File: config.mk
export PLATFORM = sky130hd
export DESIGN_NAME = bist_misr_ctrl
export DESIGN_NICKNAME = d
export VERILOG_FILES = /design/src/rtl/bist_pkg.sv /design/src/rtl/misr_core.sv /design/src/rtl/bist_misr_ctrl.sv
export SDC_FILE = /design/constraint.sdc
export NUM_CORES = 1
export LEC_CHECK = 0
export ABC_AREA = 0
export CAP_MARGIN = 0
export CORE_MARGIN = 2
export CORE_UTILIZATION = 35
export DETAILED_ROUTE_END_ITERATION = 16
export GPL_TIMING_DRIVEN = 0
export PLACE_DENSITY = 0.65
export SYNTH_ARGS = -nofsm -noshare
export SYNTH_HDL_FRONTEND = slang
export SYNTH_SLANG_ARGS = --single-unit
File: constraint.sdc
create_clock -name clock -period 4.4 [get_ports clock]
set_input_delay 0.44 -clock clock [delete_from_list [all_inputs] [get_ports clock]]
set_output_delay 0.44 -clock clock [all_outputs]
set_load 0.05 [all_outputs]
File: src/rtl/bist_pkg.sv
// ----------------------------------------------------------------------------
// bist_pkg
//   Shared types for the BIST datapath: the response-analyser controller
//   states and the pattern-generator LFSR operating modes.
//   No ports; import with "import bist_pkg::*;".
// ----------------------------------------------------------------------------
package bist_pkg;

   // Compaction controller states for the MISR response analyser
   typedef enum logic [1:0] {
      IDLE,
      COMPACT,
      DONE
   } misr_state_t;

   // Operating modes of the LFSR pattern generator on the stimulus side
   typedef enum logic [1:0] {
      LFSR_HOLD,
      LFSR_SEED,
      LFSR_RUN
   } lfsr_mode_t;

endpackage

File: src/rtl/misr_core.sv
// ----------------------------------------------------------------------------
// misr_core
//   Purely combinational next-state function of a multiple-input signature
//   register. The register shifts towards the MSB, the MSB wraps into stage 0
//   and is XORed into every stage whose POLY bit is set, and the input vector
//   (zero-extended) is XORed into the low stages.
//   Ports:
//     sig      in  WIDTH  current signature
//     data     in  IN_W   response vector to fold in
//     next_sig out WIDTH  signature after folding in data
// ----------------------------------------------------------------------------
module misr_core #(
   parameter int               WIDTH = 16,
   parameter int               IN_W  = 8,
   parameter logic [WIDTH-1:0] POLY  = 16'h1021
) (
   input  logic [WIDTH-1:0] sig,
   input  logic [IN_W-1:0]  data,
   output logic [WIDTH-1:0] next_sig
);

   logic [WIDTH-1:0] data_ext;

   // Stage 0 always receives the MSB, so POLY bit 0 never takes part;
   // the upper stages pick up the MSB only where their tap is set.
   always_comb begin
      data_ext             = '0;
      data_ext[IN_W-1:0]   = data;
      next_sig             = '0;
      next_sig[0]          = sig[WIDTH-1] ^ data_ext[0];
      for (int i = 1; i < WIDTH; i++) begin
         next_sig[i] = sig[i-1] ^ (POLY[i] & sig[WIDTH-1]) ^ data_ext[i];
      end
   end

endmodule

File: src/rtl/bist_misr_ctrl.sv
// ----------------------------------------------------------------------------
// bist_misr_ctrl
//   MISR response analyser with its own compaction controller. A start pulse
//   seeds the signature, then exactly NUM_VECTORS valid-qualified vectors are
//   folded in; on the terminal vector the new signature is compared against
//   the golden value and the result is held until the next start.
//   Ports:
//     clock      in  1       rising-edge clock
//     reset      in  1       asynchronous active-high reset
//     start      in  1       pulse that begins a run (IDLE or DONE only)
//     data_valid in  1       data_in holds a response vector this cycle
//     data_in    in  IN_W    response vector
//     golden     in  WIDTH   expected final signature
//     signature  out WIDTH   current MISR contents
//     busy       out 1       compaction in progress
//     done       out 1       run finished, pass is meaningful
//     pass       out 1       final signature matched golden
//     vec_count  out CW      vectors accepted in the current run
// ----------------------------------------------------------------------------
module bist_misr_ctrl
   import bist_pkg::*;
#(
   parameter int               WIDTH       = 16,
   parameter int               IN_W        = 8,
   parameter logic [WIDTH-1:0] POLY        = 16'h1021,
   parameter logic [WIDTH-1:0] SEED        = '0,
   parameter int               NUM_VECTORS = 256,
   localparam int              CW          = $clog2(NUM_VECTORS + 1)
) (
   input  logic             clock,
   input  logic             reset,
   input  logic             start,
   input  logic             data_valid,
   input  logic [IN_W-1:0]  data_in,
   input  logic [WIDTH-1:0] golden,
   output logic [WIDTH-1:0] signature,
   output logic             busy,
   output logic             done,
   output logic             pass,
   output logic [CW-1:0]    vec_count
);

   localparam logic [CW-1:0] LAST_COUNT = CW'(NUM_VECTORS - 1);

   misr_state_t      state;
   logic [WIDTH-1:0] next_sig;

   misr_core #(
      .WIDTH (WIDTH),
      .IN_W  (IN_W),
      .POLY  (POLY)
   ) u_misr (
      .sig      (signature),
      .data     (data_in),
      .next_sig (next_sig)
   );

   // Controller, vector counter and comparator in one registered block so
   // that busy/done/pass all change on the same edge as the signature.
   // The comparison uses next_sig rather than signature so the verdict is
   // ready on the very edge that absorbs the terminal vector. IDLE and DONE
   // share the reload path, which is what allows back-to-back runs.
   always_ff @(posedge clock or posedge reset) begin
      if (reset) begin
         state     <= IDLE;
         signature <= '0;
         vec_count <= '0;
         busy      <= 1'b0;
         done      <= 1'b0;
         pass      <= 1'b0;
      end else begin
         case (state)
            IDLE, DONE: begin
               if (start) begin
                  state     <= COMPACT;
                  signature <= SEED;
                  vec_count <= '0;
                  pass      <= 1'b0;
                  busy      <= 1'b1;
                  done      <= 1'b0;
               end
            end
            COMPACT: begin
               if (data_valid) begin
                  signature <= next_sig;
                  vec_count <= vec_count + CW'(1);
                  if (vec_count == LAST_COUNT) begin
                     state <= DONE;
                     busy  <= 1'b0;
                     done  <= 1'b1;
                     pass  <= (next_sig == golden);
                  end
               end
            end
            default: begin
               state <= IDLE;
               busy  <= 1'b0;
               done  <= 1'b0;
            end
         endcase
      end
   end

endmodule

# ---- Word level (Yosys, flattened, before mapping)
# Cells that the tools add are included.
# Widths: inputs -> output; s select.
dict set report totals {
  out_inout_bits 28
  register_bits 30
  word_cells 51
}
dict set report classes {
  n_reduce_logical 6
  bitwise_logic 10
  n_eq_ne 7
  addsub 1
  n_mux 21
}
# operator n
set op_table {}
lappend op_table {{$mux 16} 2}
lappend op_table {{$pmux 16 s2} 1}
lappend op_table {{$mux 9} 2}
lappend op_table {{$pmux 9 s2} 1}
lappend op_table {{$eq 16x16->1} 1}
lappend op_table {{$xor 1x1->1} 10}
lappend op_table {{$add 9x1->9 const B} 1}
lappend op_table {{$eq 9x8->1 const B} 1}
lappend op_table {{$mux 1} 8}
lappend op_table {{$mux 2} 3}
lappend op_table {{$ne 2x2->1 const B} 3}
lappend op_table {{$pmux 1 s2} 3}
lappend op_table {{$reduce_and 3->1} 2}
lappend op_table {{$pmux 2 s2} 1}
lappend op_table {{$reduce_and 4->1} 1}
lappend op_table {{$eq 2x1->1 const B} 1}
lappend op_table {{$eq 2x2->1 const B} 1}
lappend op_table {{$logic_not 2->1} 1}
lappend op_table {{$reduce_bool 2->1} 1}
lappend op_table {{$reduce_or 2->1} 1}

# ---- Longest topological paths before layout
# Gate-level depths: netlist (run 1).
dict set report depth {
  depth_word 6
  mapped_depth 8
}

# ---- Hierarchy
# Synthesis (run 1) repeated with hierarchy kept, for this count alone.
dict set report unflattened {
  cells_unflattened 173
  hier_area_um2 1590.3
}
# mod cells_each instances area_each_um2
set by_module_without_submodules {}
lappend by_module_without_submodules {bist_misr_ctrl 157 1 1443.9}
lappend by_module_without_submodules {misr_core 16 1 146.4}

# ---- Worst setup path after synthesis (run 1)
# Ideal clock, no wire load.
dict set report synth_path {
  kind {register -> register}
  from {register vec_count[0]}
  to {register pass}
  slack_ns 2.315
  t_arrival_ns 2.009
  stages_incl_launch_ff 9
  setup_ns 0.076
  synth_period_minus_slack_ns 2.085
  path_cell_list {dfrtp_1 -> ha_1 -> nand3_1 -> nor2_1 -> ha_1 -> nand2_1 -> a2111oi_0 -> nand3_1 -> o21ai_1}
}
dict set report synth_via {
  elab_chain_len 3
}
# element line_no
set synth_rtl {}
lappend synth_rtl {{from (decl)} bist_misr_ctrl.sv:40} ;# output logic [CW-1:0] vec_count
lappend synth_rtl {{from (signal assigned)} bist_misr_ctrl.sv:86} ;# vec_count <= vec_count + CW'(1);
lappend synth_rtl {{$eq 9x8->1} bist_misr_ctrl.sv:87} ;# if (vec_count == LAST_COUNT) begin
lappend synth_rtl {{$ne 2x2->1 (no line)} n/a}
lappend synth_rtl {{$reduce_and 4->1 (no line)} n/a}
lappend synth_rtl {{to (signal assigned)} bist_misr_ctrl.sv:91} ;# pass <= (next_sig == golden);
lappend synth_rtl {{to (decl)} bist_misr_ctrl.sv:39} ;# output logic pass,
# Every way passes these cells.
# A chain may end at the register's enable or synchronous reset.

# ---- Worst setup path after layout (run 1)
dict set report layout_path {
  from {register vec_count[2]}
  to {output vec_count[2]}
}
# No word-level cell between the ends.

==> impl_metrics.toml, run 1 <==
[sta]
worst_slew_pin_slew_ns = 1.13
timing.max_slew.rel_slack_pct = 24.9
period_minus_slack_ns = 2.06
clock_skew_ns = 0.00535
final_min_period_over_clock_period_pct = 46.9
timing.final.max_slew_violations = 0
achievable-frequency_ghz = 0.485
count_of_endpoints_failing_hold_in_the_final_timing_report = 0
setup_violations = 0
finalSetupTns_ns = 0
grt_setup_unrepaired = "no"

[worst_setup_path]
slowest_delay_ns = 0.86
critPathRequiredTime_ns = 3.96
timing.critical_path.to_type = "primary output"
reg2reg_setup_slack_ns = 2.45
cp_startpoint_kind = "register"
cpLargestDelayFamily = "buffers and inverters"
worst_setup_path_endpoint = "vec_count[2]"
crit_path_top_delay_cell = "sky130_fd_sc_hd__clkdlybuf4s50_1"
worst_r2r_path_depth = 8
worstSetupPathDepth = 1
startpoint_of_the_most_critical_setup_path = "vec_count[2]$_DFFE_PP0P_"
critPathKind = "reg2out"
critPathBufInv = 1
worst_r2r_endpoint = "pass$_DFFE_PP0P_"
regToRegStartpoint = "vec_count[0]$_DFFE_PP0P_"
critical_path_peak_fanout = 6
cp_data_arrival_time_ns = 1.62
critical_path.cell_chain = "clkdlybuf4s50_1"

[logic_synthesis]
syn-cell-area_um2 = 1550
postSynthAreaPerCell_um2 = 9.48
synthesis_stage_register_bit_count = 29
total_number_of_yosys_warnings = 0
synth_sequential_area_ratio_pct = 47.0
netlist_instances = 163
synth_fp_nets = 193
count_of_different_cell_masters_after_synthesis = 31

[pwr]
p_leak_nw = 0.942
power.share.combinational_pct = 49.5
clockPowerShare_pct = 18.1
power.switching_w = 0.000615
ir_drop_uv = 282
netSwitchingFraction_pct = 45.6
power_per_cell_area_nw_per_um2 = 596
power.internal_w = 0.000733
power.sequential.fraction_pct = 32.4

[placed_design]
postPlaceCellArea_um2 = 2160
place.gp.congestion = 0.752
portbufs = 55
dpl.hpwl_mm = 2.86

[global_route]
grtUsageTotal_pct = 17.2
grt_pass1_wl_mm = 6.49
grt_max_degree = 30
first_global_vias = 1312
global_route.overflow_total = 0
number_of_antenna_violations_at_the_first_check_in_global_routing = 0

[layout]
most_common_library_cell_in_the_layout_ignoring_fill_and_taps = "sky130_fd_sc_hd__clkdlybuf4s50_1"
area.growth.synth_to_final_pct = 46.4
insertedDiodeCount = 0
layout.cells.most_common_list = "sky130_fd_sc_hd__clkdlybuf4s50_1, sky130_fd_sc_hd__dfrtp_1, sky130_fd_sc_hd__nand2_1"
layout-drive-gt1-share_pct = 6.64
final_core_utilization_pct = 52.7
nets = 255
stdcell_area_um2 = 2260

[clock_tree]
post-cts-setup-buffer-count = 0
cts_hold_fix_bufs = 0
cts_max_level = 2
cts_max_path_buffers = 2
clock_latency_ns = 0.29
ctsRootBufferMaster = "sky130_fd_sc_hd__clkbuf_8"
cts_inserted_buffers = 5
clk_transition_reported_paths_ns = 0.07
cells_resized_by_post_cts_repair = 0
cts_tree = "built"
cts_sinks = 29

[die]
initial_core_util_pct = 36.0
core-area_um2 = 4290
fp-row-count = 24
die_x_um = 70.4
num_io_pins = 56
floorplan.die.height_um = 70.4
floorplan.die_area_um2 = 4960

[drt]
detailedRoute.firstPassIterationCount = 4
wire_per_inst_um = 13.7
detailroute.via_count = 1337
drt-vias-per-instance = 4.81
drt_wl_total_mm = 3.81
initialDrtViolationCount = 56
route.detailed.drc = 0
drt.antenna.violating_nets = 0

[job]
cap_viol_max_count = 0

[hold_path]
hold_class = "reg2reg"

[status]
status = "finished, final reports clean"
-- worst min-delay path by stage --
stage	to	slack, ns	cells past startpoint	start
4_1_cts	busy$_DFFE_PP0P_	0.49	2	busy$_DFFE_PP0P_
6_report	busy$_DFFE_PP0P_	0.49	2	busy$_DFFE_PP0P_
3_5_place_dp	busy$_DFFE_PP0P_	0.48	2	busy$_DFFE_PP0P_
5_1_grt	busy$_DFFE_PP0P_	0.52	2	busy$_DFFE_PP0P_
2_1_floorplan	busy$_DFFE_PP0P_	0.52	1	reset
3_3_place_gp	busy$_DFFE_PP0P_	0.46	2	busy$_DFFE_PP0P_
-- flip-flops by register name (all words and copies together), names as in the netlist --
name and cells:
busy 1, state 1, done 1, vec_count 9, pass 1, signature 16
-- power by group through the flow --
stage               registers (W)  logic (W)  clock network [W]
detailed placement       0.000444   0.000670                  0
global placement         0.000444   0.000666                  0
global route             0.000451   0.000709           0.000260
finish                   0.000436   0.000667           0.000244
CTS                      0.000439   0.000672           0.000250
floorplan                0.000682   0.000198                  0
-- cell usage after synthesis, drive strengths merged --
cell type   n  area, µm²
a2111oi     1       8.76
a21oi       2       10.0
and2        1       6.26
and3        1       6.26
buf         4       18.8
clkbuf      3       11.3
dfrtp      29        726
ha          2       25.0
inv         4       15.0
nand2      28        105
nand2b      4       32.5
nand3      21        105
nand4       4       25.0
nor2        6       38.8
nor2b       1       6.26
nor3        1       5.00
nor4        1       6.26
o2111ai     1       26.3
o211ai      1       7.51
o21ai      13       65.1
o22ai       1       6.26
o31ai       1       7.51
or2         1       6.26
or3         2       12.5
xnor2      21        184
xor2        9       78.8
-- metal layers --
metal / vias up / share of wire, % / track usage [%]
met5: - / 0 / 0
met4: 0 / 2.5 / 9.62
met3: 6 / 3.9 / 3.61
met2: 34 / 46 / 25.4
met1: 624 / 47 / 23.4
li1: 673 / - / -
-- cell families (layout without fill, tap and decap cells) --
group,count (synthesis),in the layout,synth area share [%]
simple gates,71,71,23.0
xor+xnor,30,30,17.0
flops,29,29,47.0
buf+inv,11,74,2.91
compound gates,20,20,8.50
fa+ha+maj,2,2,1.62
-- metrics by stage --
step	instances	hold WS, ns	setup WS (ns)	power, W
finish	278	0.491	2.34	0.00135
global route	278	0.521	2.22	0.00142
CTS	278	0.494	2.32	0.00136
detailed placement	270	0.480	2.32	0.00111
global placement	270	0.464	2.30	0.00111
floorplan	163	0.518	2.32	0.000880
-- area by class of cell --
type / instances / area [µm²]
well taps: 52 / 65.1
repair buffers: 55 / 551
fillers: 418 / 2030
clock inverters: 1 / 5.00
inverters: 4 / 15.0
flip-flops and latches: 29 / 726
plain buffers: 7 / 30.0
multi-input cells: 123 / 774
clock buffers: 7 / 96.3
(Power assumes the default switching activity.)
==> inputs of run 2 (changes only) <==
Settings changed: PLACE_DENSITY 0.65 to 0.68.
Clock period 4.4 ns to 1.85 ns, I/O delays scaled along.
==> impl_metrics.toml, run 2 (synthesis gave the netlist of run 1 again) <==
[die]
floorplan.die_area_um2 = 4960
core-area_um2 = 4290
num_io_pins = 56
fp-row-count = 24
initial_core_util_pct = 36.0
floorplan.die.height_um = 70.4
die_x_um = 70.4

[sta]
count_of_endpoints_failing_hold_in_the_final_timing_report = 0
period_minus_slack_ns = 1.74
timing.final.max_slew_violations = 0
final_min_period_over_clock_period_pct = 94.0
setup_violations = 0
finalSetupTns_ns = 0
timing.max_slew.rel_slack_pct = 26.7
grt_setup_unrepaired = "no"
clock_skew_ns = 0.00605
worst_slew_pin_slew_ns = 1.10
achievable-frequency_ghz = 0.575

[drt]
detailedRoute.firstPassIterationCount = 4
route.detailed.drc = 0
detailroute.via_count = 1328
drt-vias-per-instance = 4.78
wire_per_inst_um = 13.4
drt.antenna.violating_nets = 0
initialDrtViolationCount = 40
drt_wl_total_mm = 3.72

[worst_setup_path]
critical_path_peak_fanout = 4
worst_r2r_endpoint = "pass$_DFFE_PP0P_"
slowest_delay_ns = 0.84
cp_startpoint_kind = "register"
critPathBufInv = 1
timing.critical_path.to_type = "primary output"
cp_data_arrival_time_ns = 1.55
critPathRequiredTime_ns = 1.66
crit_path_top_delay_cell = "sky130_fd_sc_hd__clkdlybuf4s50_1"
critPathKind = "reg2out"
regToRegStartpoint = "vec_count[0]$_DFFE_PP0P_"
worst_r2r_path_depth = 8
reg2reg_setup_slack_ns = 0.17
critical_path.cell_chain = "clkdlybuf4s50_1"
cpLargestDelayFamily = "buffers and inverters"

[pwr]
power.internal_w = 0.00176
p_leak_nw = 0.934
clockPowerShare_pct = 17.6
design_power_total_w = 0.00323
power.switching_w = 0.00147
power_per_cell_area_nw_per_um2 = 1410
power.sequential.fraction_pct = 32.8
ir_drop_uv = 596
netSwitchingFraction_pct = 45.4
power.share.combinational_pct = 49.6

[placed_design]
place.gp.congestion = 0.759
dpl.hpwl_mm = 2.80
portbufs = 55
placedCellCount = 270

[layout]
regMostFlops = "signature"
layout-drive-gt1-share_pct = 10.2
nets = 255
layout.cells.most_common_list = "sky130_fd_sc_hd__clkdlybuf4s50_1, sky130_fd_sc_hd__nand2_1, sky130_fd_sc_hd__dfrtp_1"
insertedDiodeCount = 0
final_cell_count_no_fill = 278
final.fill_count = 400
max_reg_flops = 16
most_common_library_cell_in_the_layout_ignoring_fill_and_taps = "sky130_fd_sc_hd__clkdlybuf4s50_1"
area.growth.synth_to_final_pct = 48.1
leading_registers_by_flop_count = "signature (16), vec_count (9)"

[job]
cap_viol_max_count = 0

[global_route]
number_of_antenna_violations_at_the_first_check_in_global_routing = 0
global_route.overflow_total = 0
grt_max_degree = 30
first_global_vias = 1289
grtUsageTotal_pct = 16.1
grt_pass1_wl_mm = 6.19

[hold_path]
hold_class = "reg2reg"
hold_path_end = "busy$_DFFE_PP0P_"
hp-start = "busy$_DFFE_PP0P_"
holdPathStages = 2

[clock_tree]
clk_transition_reported_paths_ns = 0.06
ctsRootBufferMaster = "sky130_fd_sc_hd__clkbuf_8"
cts_max_level = 2
cts_hold_fix_bufs = 0
cts_max_path_buffers = 2
clock_latency_ns = 0.28
cts_inserted_buffers = 5
cts_tree = "built"
cts_sinks = 29

[status]
status = "finished, final reports clean"
run 2: final cells by class:
cell class	count	area, µm²	area share (%)
Sequential cell	29	733	32.0
Inverter	4	15.0	0.656
Tap cell	52	65.1	2.84
Clock buffer	7	96.3	4.21
Clock inverter	1	5.00	0.219
Multi-Input combinational cell	123	793	34.7
Timing Repair Buffer	55	551	24.1
Buffer	7	30.0	1.31
run 2: worst max-delay path by stage:
| stage | slack [ns] | start | cells after the start | endpoint |
|---|---|---|---|---|
| final | 0.11 | signature[10]$_DFFE_PP0P_ | 1 | signature[10] |
| after global routing | 0.01 | vec_count[0]$_DFFE_PP0P_ | 8 | pass$_DFFE_PP0P_ |
| after CTS | 0.03 | vec_count[0]$_DFFE_PP0P_ | 8 | pass$_DFFE_PP0P_ |
| after detailed placement | 0.008 | vec_count[0]$_DFFE_PP0P_ | 8 | pass$_DFFE_PP0P_ |
| after global placement | 0.02 | data_valid | 7 | vec_count[0]$_DFFE_PP0P_ |
| after floorplan | 0.004 | vec_count[3]$_DFFE_PP0P_ | 8 | pass$_DFFE_PP0P_ |
run 2: layer usage:
layer / vias up / track usage (%) / routed length (µm)
li1: 669 / - / -
met1: 628 / 22.1 / 1780
met2: 26 / 24.8 / 1770
met3: 5 / 2.74 / 121
met4: 0 / 7.05 / 60
met5: - / 0 / 0
run 2: what timing repair did:
action	4_1_cts	5_1_grt
cloned	0	0
endpoints found under the setup margin	1	1
resized for setup	1	1
pin swaps	0	1
buffers inserted	0	0
run 2: power by group through the flow:
| stage | logic [W] | clock network (W) | registers [W] |
|---|---|---|---|
| after floorplan | 0.000477 | 0 | 0.00164 |
| after global placement | 0.00159 | 0 | 0.00107 |
| after detailed placement | 0.00161 | 0 | 0.00107 |
| after CTS | 0.00161 | 0.000580 | 0.00106 |
| after global routing | 0.00170 | 0.000608 | 0.00109 |
| final | 0.00160 | 0.000568 | 0.00106 |
run 2: stage by stage:
step / setup WS (ns) / hold slack, ns / instance area [µm²] / util [%]
3_5_place_dp: 0.00789 / 0.469 / 2180 / 50.8
6_report: 0.110 / 0.475 / 2290 / 53.3
3_3_place_gp: 0.0248 / 0.466 / 2180 / 50.8
5_1_grt: 0.00954 / 0.517 / 2290 / 53.3
2_1_floorplan: 0.00423 / 0.263 / 1570 / -
4_1_cts: 0.0315 / 0.482 / 2280 / 53.2
